$ cat src/rtl/arbitrated_bus.sv
// arbitrated_bus: registered lane bus. In arbitrated mode a round-robin
// arbiter grants one requesting lane at a time for at most MAX_BURST
// transfers. In direct mode the legacy one-hot lane_select drives the bus
// and multi-bit selects are flagged as contention.
module arbitrated_bus #(
    parameter  int LANES     = 6,
    parameter  int WIDTH     = 8,
    parameter  int MAX_BURST = 4,
    localparam int OWNER_W   = (LANES > 1) ? $clog2(LANES) : 1
) (
    input  logic                     clk,
    input  logic                     rst,
    input  logic                     mode,
    input  logic [LANES-1:0]         lane_select,
    input  logic [LANES-1:0]         lane_req,
    input  logic [LANES*WIDTH-1:0]   lane_data,
    output logic [LANES-1:0]         lane_grant,
    output logic [WIDTH-1:0]         bus_data,
    output logic                     bus_valid,
    output logic [OWNER_W-1:0]       bus_owner,
    output logic                     contention
);

    // Burst counter must hold 0..MAX_BURST inclusive.
    localparam int CNT_W = $clog2(MAX_BURST + 1);

    // Elaboration-time guards on the parameter ranges the arbiter relies on.
    if (LANES < 2) begin : g_bad_lanes
        $error("arbitrated_bus: LANES must be >= 2");
    end
    if (WIDTH < 1) begin : g_bad_width
        $error("arbitrated_bus: WIDTH must be >= 1");
    end
    if (MAX_BURST < 1) begin : g_bad_burst
        $error("arbitrated_bus: MAX_BURST must be >= 1");
    end

    typedef enum logic {
        S_IDLE  = 1'b0,
        S_GRANT = 1'b1
    } state_e;

    // Architectural state.
    state_e             state_q;
    logic [OWNER_W-1:0] ptr_q;        // next lane to consider first
    logic [CNT_W-1:0]   cnt_q;        // transfers done in the current grant
    logic [OWNER_W-1:0] gidx_q;       // index of the granted lane
    logic [LANES-1:0]   grant_q;
    logic [WIDTH-1:0]   bus_data_q;
    logic               bus_valid_q;
    logic [OWNER_W-1:0] bus_owner_q;
    logic               contention_q;

    // Combinational helpers.
    logic [WIDTH-1:0]   lane_word [LANES];
    logic               win_found;
    logic [OWNER_W-1:0] win_idx;
    logic [LANES-1:0]   win_onehot;
    logic [OWNER_W-1:0] ptr_d;
    logic               xfer;
    logic [CNT_W-1:0]   cnt_d;
    logic               burst_done;
    logic               grant_release;
    logic               sel_any;
    logic               sel_multi;
    logic [OWNER_W-1:0] sel_idx;

    // Unpack the flattened lane words into an indexable array.
    for (genvar gi = 0; gi < LANES; gi++) begin : g_unpack
        assign lane_word[gi] = lane_data[gi*WIDTH +: WIDTH];
    end

    // Round-robin scan: first requester at or after ptr_q, wrapping at LANES.
    always_comb begin
        int pos;
        logic [OWNER_W-1:0] cand;
        // NOTE: every variable gets a default before any conditional update,
        // so no path leaves a value unassigned and no latch is inferred.
        win_found = 1'b0;
        win_idx   = '0;
        pos       = 0;
        cand      = '0;
        for (int i = 0; i < LANES; i++) begin
            pos = int'(ptr_q) + i;
            if (pos >= LANES) begin
                pos = pos - LANES;
            end
            cand = OWNER_W'(pos);
            if (!win_found && lane_req[cand]) begin
                win_found = 1'b1;
                win_idx   = cand;
            end
        end
    end

    // Winner as one-hot and the pointer that follows it; only ptr wraps
    // explicitly since LANES need not be a power of two.
    always_comb begin
        win_onehot = LANES'(1) << win_idx;
        ptr_d      = (win_idx == OWNER_W'(LANES - 1)) ? '0 : win_idx + OWNER_W'(1);
    end

    // Transfer and release conditions for the current grant.
    always_comb begin
        xfer          = (state_q == S_GRANT) && (|(grant_q & lane_req));
        cnt_d         = cnt_q + CNT_W'(1);
        burst_done    = xfer && (cnt_d == CNT_W'(MAX_BURST));
        grant_release = (state_q == S_GRANT) && (!lane_req[gidx_q] || burst_done);
    end

    // Direct-mode decode: any/multiple selects and the lowest selected lane.
    always_comb begin
        sel_any   = |lane_select;
        sel_multi = (lane_select & (lane_select - LANES'(1))) != '0;
        sel_idx   = '0;
        for (int i = LANES - 1; i >= 0; i--) begin
            if (lane_select[OWNER_W'(i)]) begin
                sel_idx = OWNER_W'(i);
            end
        end
    end

    // Arbiter FSM and registered bus outputs.
    // NOTE: reset is asynchronous so outputs clear the moment rst rises,
    // without waiting for a clock edge.
    always_ff @(posedge clk or posedge rst) begin
        if (rst) begin
            state_q      <= S_IDLE;
            ptr_q        <= '0;
            cnt_q        <= '0;
            gidx_q       <= '0;
            grant_q      <= '0;
            bus_data_q   <= '0;
            bus_valid_q  <= 1'b0;
            bus_owner_q  <= '0;
            contention_q <= 1'b0;
        end else begin
            // NOTE: state uses non-blocking assignments so every register
            // samples the pre-edge values; later assignments in this block
            // override the defaults below.
            bus_valid_q  <= 1'b0;
            contention_q <= 1'b0;

            if (mode) begin
                // Direct select: arbiter parked, ptr kept for later.
                state_q      <= S_IDLE;
                grant_q      <= '0;
                cnt_q        <= '0;
                bus_valid_q  <= sel_any;
                contention_q <= sel_multi;
                if (sel_any) begin
                    bus_data_q  <= lane_word[sel_idx];
                    bus_owner_q <= sel_idx;
                end
            end else begin
                if (xfer) begin
                    bus_data_q  <= lane_word[gidx_q];
                    bus_owner_q <= gidx_q;
                    bus_valid_q <= 1'b1;
                    cnt_q       <= cnt_d;
                end

                unique case (state_q)
                    S_IDLE: begin
                        if (win_found) begin
                            state_q <= S_GRANT;
                            grant_q <= win_onehot;
                            gidx_q  <= win_idx;
                            cnt_q   <= '0;
                            ptr_q   <= ptr_d;
                        end
                    end
                    S_GRANT: begin
                        if (grant_release) begin
                            // ptr_q already equals g+1, so the scan starts
                            // just past the releasing lane and may wrap to it.
                            cnt_q <= '0;
                            if (win_found) begin
                                grant_q <= win_onehot;
                                gidx_q  <= win_idx;
                                ptr_q   <= ptr_d;
                            end else begin
                                state_q <= S_IDLE;
                                grant_q <= '0;
                            end
                        end
                    end
                    default: begin
                        state_q <= S_IDLE;
                        grant_q <= '0;
                    end
                endcase
            end
        end
    end

    assign lane_grant = grant_q;
    assign bus_data   = bus_data_q;
    assign bus_valid  = bus_valid_q;
    assign bus_owner  = bus_owner_q;
    assign contention = contention_q;

    // Grant is at most one-hot and is non-zero exactly while in GRANT.
    a_grant_onehot : assert property (@(posedge clk) disable iff (rst)
        $onehot0(grant_q));
    a_grant_state : assert property (@(posedge clk) disable iff (rst)
        ((state_q == S_GRANT) == (grant_q != '0)));

endmodule

$ cat config.mk
export PLATFORM = sky130hd
export DESIGN_NAME = arbitrated_bus
export DESIGN_NICKNAME = d
export VERILOG_FILES = /design/src/rtl/arbitrated_bus.sv
export SDC_FILE = /design/constraint.sdc
export NUM_CORES = 1
export LEC_CHECK = 0
export ABC_AREA = 1
export ABC_CLOCK_PERIOD_IN_PS = 4050
export CORE_MARGIN = 1
export CORE_UTILIZATION = 25
export DETAILED_ROUTE_END_ITERATION = 6
export MAX_ROUTING_LAYER = met4
export PLACE_DENSITY = 0.51
export SYNTH_ARGS = -nofsm -noshare
export SYNTH_HDL_FRONTEND = slang
export SYNTH_SLANG_ARGS = --single-unit
export TNS_END_PERCENT = 10
$ cat constraint.sdc
create_clock -name clk -period 4.05 [get_ports clk]
set_input_delay 0.81 -clock clk [delete_from_list [all_inputs] [get_ports clk]]
set_output_delay 0.81 -clock clk [all_outputs]
set_load 0.01 [all_outputs]
==> key figures <==
Logic synthesis
  – Cell taking the most area after synthesis: sky130_fd_sc_hd__dfrtp_1
  – Total of warnings raised by yosys: 0
  – Sequential area share after synthesis: 0.250
  – Proportion of register bits with asynchronous set or reset after synthesis: 1.00
  – Main flop type after synthesis: sky130_fd_sc_hd__dfrtp_1
  – Number of enable flip-flop cells after synthesis: 0
  – Leading cell types by total area after synthesis: sky130_fd_sc_hd__dfrtp_1 (25%), sky130_fd_sc_hd__nand2_1 (15%), sky130_fd_sc_hd__o21ai_0 (8.5%)
  – Number of cells produced by synthesis: 462
  – Flops & latches, synth: 29
  – Distinct cell type count of the synthesized netlist: 42
  – Area share of the largest cell type after synthesis: 0.250
  – Average instance area after synthesis: 6.28 sq um
  – Syn Std Cell Area: 2900 sq um
  – Net Count, Synth: 536

Clocking
  – H-tree levels: 2
  – Maximum number of buffers from clock root to sink: 2
  – Post-CTS setup repair buffer count: 0
  – Clock net sink count: 29
  – Hold_buf cts: 0
  – Insertion delay of the later-clocked pin in the worst-skew pair: 0.27 ns
  – TritonCTS buffer count: 5
  – Clock tree from TritonCTS: yes
  – CTS clock-pin slew for the worst setup and hold paths: 0.05 ns
  – Number of cells upsized or downsized after cts: 0
  – Clk root buf: sky130_fd_sc_hd__clkbuf_16

STA
  – Maximum clock rate: 293 MHz
  – Slew HR: 0.359
  – Final count of pins violating max slew: 0
  – Summed negative setup slack over all endpoints: 0 ns
  – Unrepaired setup endpoints after global routing: no
  – Transition time at the pin with the least slew margin: 0.962 ns
  – Final setup violation count: 0
  – Number of endpoints with negative hold slack in the final report: 0
  – Worst Clk Skew: 0.00483 ns
  – Final period demand of the worst path: 3.42 ns
  – Final Worst Setup Slack: 0.632 ns
  – Final period util: 0.844

Worst setup path
  – Crit-path most repeated cell: sky130_fd_sc_hd__nand2_1
  – Category of the most critical setup path: reg2reg
  – Cell-by-cell trace of the critical path: inv_1 > ha_1 > inv_2 > nand2_1 > nand3_2 > nand3_1 > nand2_2 > nand2_1 > nand3_1 > nand2_1 > o21ai_0 > nor2_1 > nand2_1 > nand2_1 > nand2_1 > inv_1 > nor2_1 > ha_1 > o21ai_1 > inv_1 > nor2_1
  – Kind of cell adding the most delay to the critical path: simple AND/OR/NAND/NOR gates
  – Startpoint type of the worst setup path: flip-flop
  – Combined buffer and inverter count along the critical path: 4
  – Critical path's slowest cell: sky130_fd_sc_hd__dfrtp_1
  – CP max stage delay: 0.51 ns
  – Required time reported for the critical path endpoint: 4.25 ns
  – Sort of element at the end of the critical path: flip-flop
  – Worst-path maximum fanout: 8
  – Data arrival at the endpoint of the critical path: 3.62 ns

Finish
  – Nets: 615
  – Number of fill cells: 1203
  – Ratio of cells with drive above 1 in the final layout: 0.0683
  – Area added between synthesis and finish: 37.9%
  – Count of inserted antenna diode cells: 0
  – Post-layout utilization of the core: 0.361
  – Commonest non-fill, non-tap cell in the layout: sky130_fd_sc_hd__nand2_1
  – Layout Cell Area excl Fill: 4000 sq um
  – Commonest cells after routing, fill and taps aside: sky130_fd_sc_hd__nand2_1 (119), sky130_fd_sc_hd__clkdlybuf4s50_1 (81), sky130_fd_sc_hd__inv_1 (55)

Placed design
  – Pre-CTS worst setup slack: 0.482 ns
  – Placed inst area: 3860 sq um
  – Routability congestion estimate: 0.920
  – Half-perimeter wire length after detailed placement: 7430 um
  – Quantity of I/O buffers inserted on ports: 81

Routing
  – Routed wire length: 9220 um
  – Routed WL per cell: 13.5 um
  – Number of optimization iterations in the first detailed-route pass: 5
  – DR DRC count: 0
  – 1st-iter DRT viols: 174
  – Via count: 3307
  – Vias per inst: 4.85
  – Antenna-violating nets left: 0

Global routing
  – Global routing usage on met2: 0.257
  – Leftover overflow at the end of global routing: 0
  – Number of global-route vias before repair: 3118
  – Most utilized layer in the global route result: met2
  – Global-route wire length before repair: 15400 um
  – Total routing usage reported by global routing: 0.167
  – Number of antenna violations at the first check in global routing: 0
  – Met3 usage in global routing: 0.0273
  – GRT met1 Usage: 0.230
  – Maximum number of pins on one net before global-route repair: 31

Die
  – Effective utilization at floorplan: 0.262
  – Ports: 82
  – Horizontal die dimension: 110 um
  – Total Die Area: 12000 sq um
  – Area of the core region: 11100 sq um
  – # rows: 38
  – Die H: 110 um

Power
  – Power density relative to cell area: 823 nW/um^2
  – P_leak: 1.84 nW
  – Worst-case vdd ir drop: 0.348 mV
  – Total power: 3.29 mW

Status
  – Result of the run: finished, final reports clean

Min path
  – Tightest Hold Check Type: reg2reg

Flow run
  – Max-cap check violation count: 0
state kept, by name (all words and copies together), names as in the netlist:
register and flops:
bus_data 8, bus_owner 3, bus_valid 1, cnt_q 3
contention 1, gidx_q 3, lane_grant 6, ptr_q 3
state_q 1
power by group:
| part | internal, mW | switching [mW] | total (mW) | leakage [nW] |
|---|---|---|---|---|
| registers | 0.383 | 0.143 | 0.526 | 0.365 |
| logic | 0.856 | 1.57 | 2.42 | 1.40 |
| clock network | 0.225 | 0.120 | 0.345 | 0.0706 |
synth_stat cells, types with 2 or more instances:
library cell and instances:
sky130_fd_sc_hd__clkbuf_1 13, sky130_fd_sc_hd__a21oi_4 2, sky130_fd_sc_hd__o21ai_0 49, sky130_fd_sc_hd__nand2_1 119, sky130_fd_sc_hd__ha_1 11, sky130_fd_sc_hd__inv_1 55, sky130_fd_sc_hd__o21ai_2 2, sky130_fd_sc_hd__nand4_1 6
sky130_fd_sc_hd__o311ai_0 5, sky130_fd_sc_hd__nor2_1 53, sky130_fd_sc_hd__xnor2_1 2, sky130_fd_sc_hd__a21oi_1 20, sky130_fd_sc_hd__nor2_4 2, sky130_fd_sc_hd__o22ai_1 3, sky130_fd_sc_hd__nand2_2 4, sky130_fd_sc_hd__a31oi_1 2
sky130_fd_sc_hd__o21a_1 3, sky130_fd_sc_hd__nor2_2 3, sky130_fd_sc_hd__nand3_1 26, sky130_fd_sc_hd__xor2_1 3, sky130_fd_sc_hd__o221ai_1 3, sky130_fd_sc_hd__dfrtp_1 29, sky130_fd_sc_hd__inv_2 5, sky130_fd_sc_hd__nand3b_1 3
sky130_fd_sc_hd__o21ai_1 7, sky130_fd_sc_hd__o211ai_1 15, sky130_fd_sc_hd__buf_6 2
metrics by stage:
step / std cells / hold slack [ns]
3_5_place_dp: 674 / 0.478
3_3_place_gp: 674 / 0.466
6_report: 682 / 0.483
4_1_cts: 682 / 0.491
2_1_floorplan: 462 / 0.516
5_1_grt: 682 / 0.506
final timing paths:
kind | start | cells after the start | slack [ns] | to
setup / recovery | ptr_q[1]$_DFFE_PP0P_ | 21 | 0.63 | ptr_q[2]$_DFFE_PP0P_
hold / removal | bus_data[2]$_DFFE_PP0P_ | 2 | 0.48 | bus_data[2]$_DFFE_PP0P_
setup reg to reg | ptr_q[1]$_DFFE_PP0P_ | 21 | 0.63 | ptr_q[2]$_DFFE_PP0P_
hold reg to reg | bus_data[2]$_DFFE_PP0P_ | 2 | 0.48 | bus_data[2]$_DFFE_PP0P_
max in group asynchronous | rst | 3 | 2.86 | gidx_q[0]$_DFFE_PP0P_
min in group asynchronous | rst | 3 | 0.91 | bus_valid$_DFF_PP0_
cells by family after synthesis:
group / Yosys count / synth area share
and+or+nand+nor: 225 / 0.340
DFF: 29 / 0.250
AOI/OAI and AO/OA: 116 / 0.244
adders and majority gates: 11 / 0.0474
buffers and inverters: 76 / 0.103
xor gates and xnor gates: 5 / 0.0151
routing by layer:
metal	wire (um)	vias up
met2	4140	125
met4	39	0
li1	-	1690
met1	4420	1490
met5	0	-
met3	625	2
worst reg2reg max path, cell delays in order, from the launching register on:
cell and delay, ns:
sky130_fd_sc_hd__dfrtp_1 0.51, sky130_fd_sc_hd__inv_1 0.21, sky130_fd_sc_hd__ha_1 0.40, sky130_fd_sc_hd__inv_2 0.15, sky130_fd_sc_hd__nand2_1 0.10, sky130_fd_sc_hd__nand3_2 0.09
sky130_fd_sc_hd__nand3_1 0.12, sky130_fd_sc_hd__nand2_2 0.13, sky130_fd_sc_hd__nand2_1 0.05, sky130_fd_sc_hd__nand3_1 0.16, sky130_fd_sc_hd__nand2_1 0.13, sky130_fd_sc_hd__o21ai_0 0.25
sky130_fd_sc_hd__nor2_1 0.08, sky130_fd_sc_hd__nand2_1 0.07, sky130_fd_sc_hd__nand2_1 0.05, sky130_fd_sc_hd__nand2_1 0.15, sky130_fd_sc_hd__inv_1 0.08, sky130_fd_sc_hd__nor2_1 0.10
sky130_fd_sc_hd__ha_1 0.23, sky130_fd_sc_hd__o21ai_1 0.13, sky130_fd_sc_hd__inv_1 0.05, sky130_fd_sc_hd__nor2_1 0.10
area by class of cell:
class	count	area, sq um	area share
sequential	29	726	0.181
clock buffer	6	129	0.0322
inverter	61	229	0.0572
clock inverter	2	10.0	0.00250
timing repair buffer	87	856	0.214
tap	140	175	0.0438
multi-input combinational	357	1880	0.469
(Power assumes the default switching activity.)
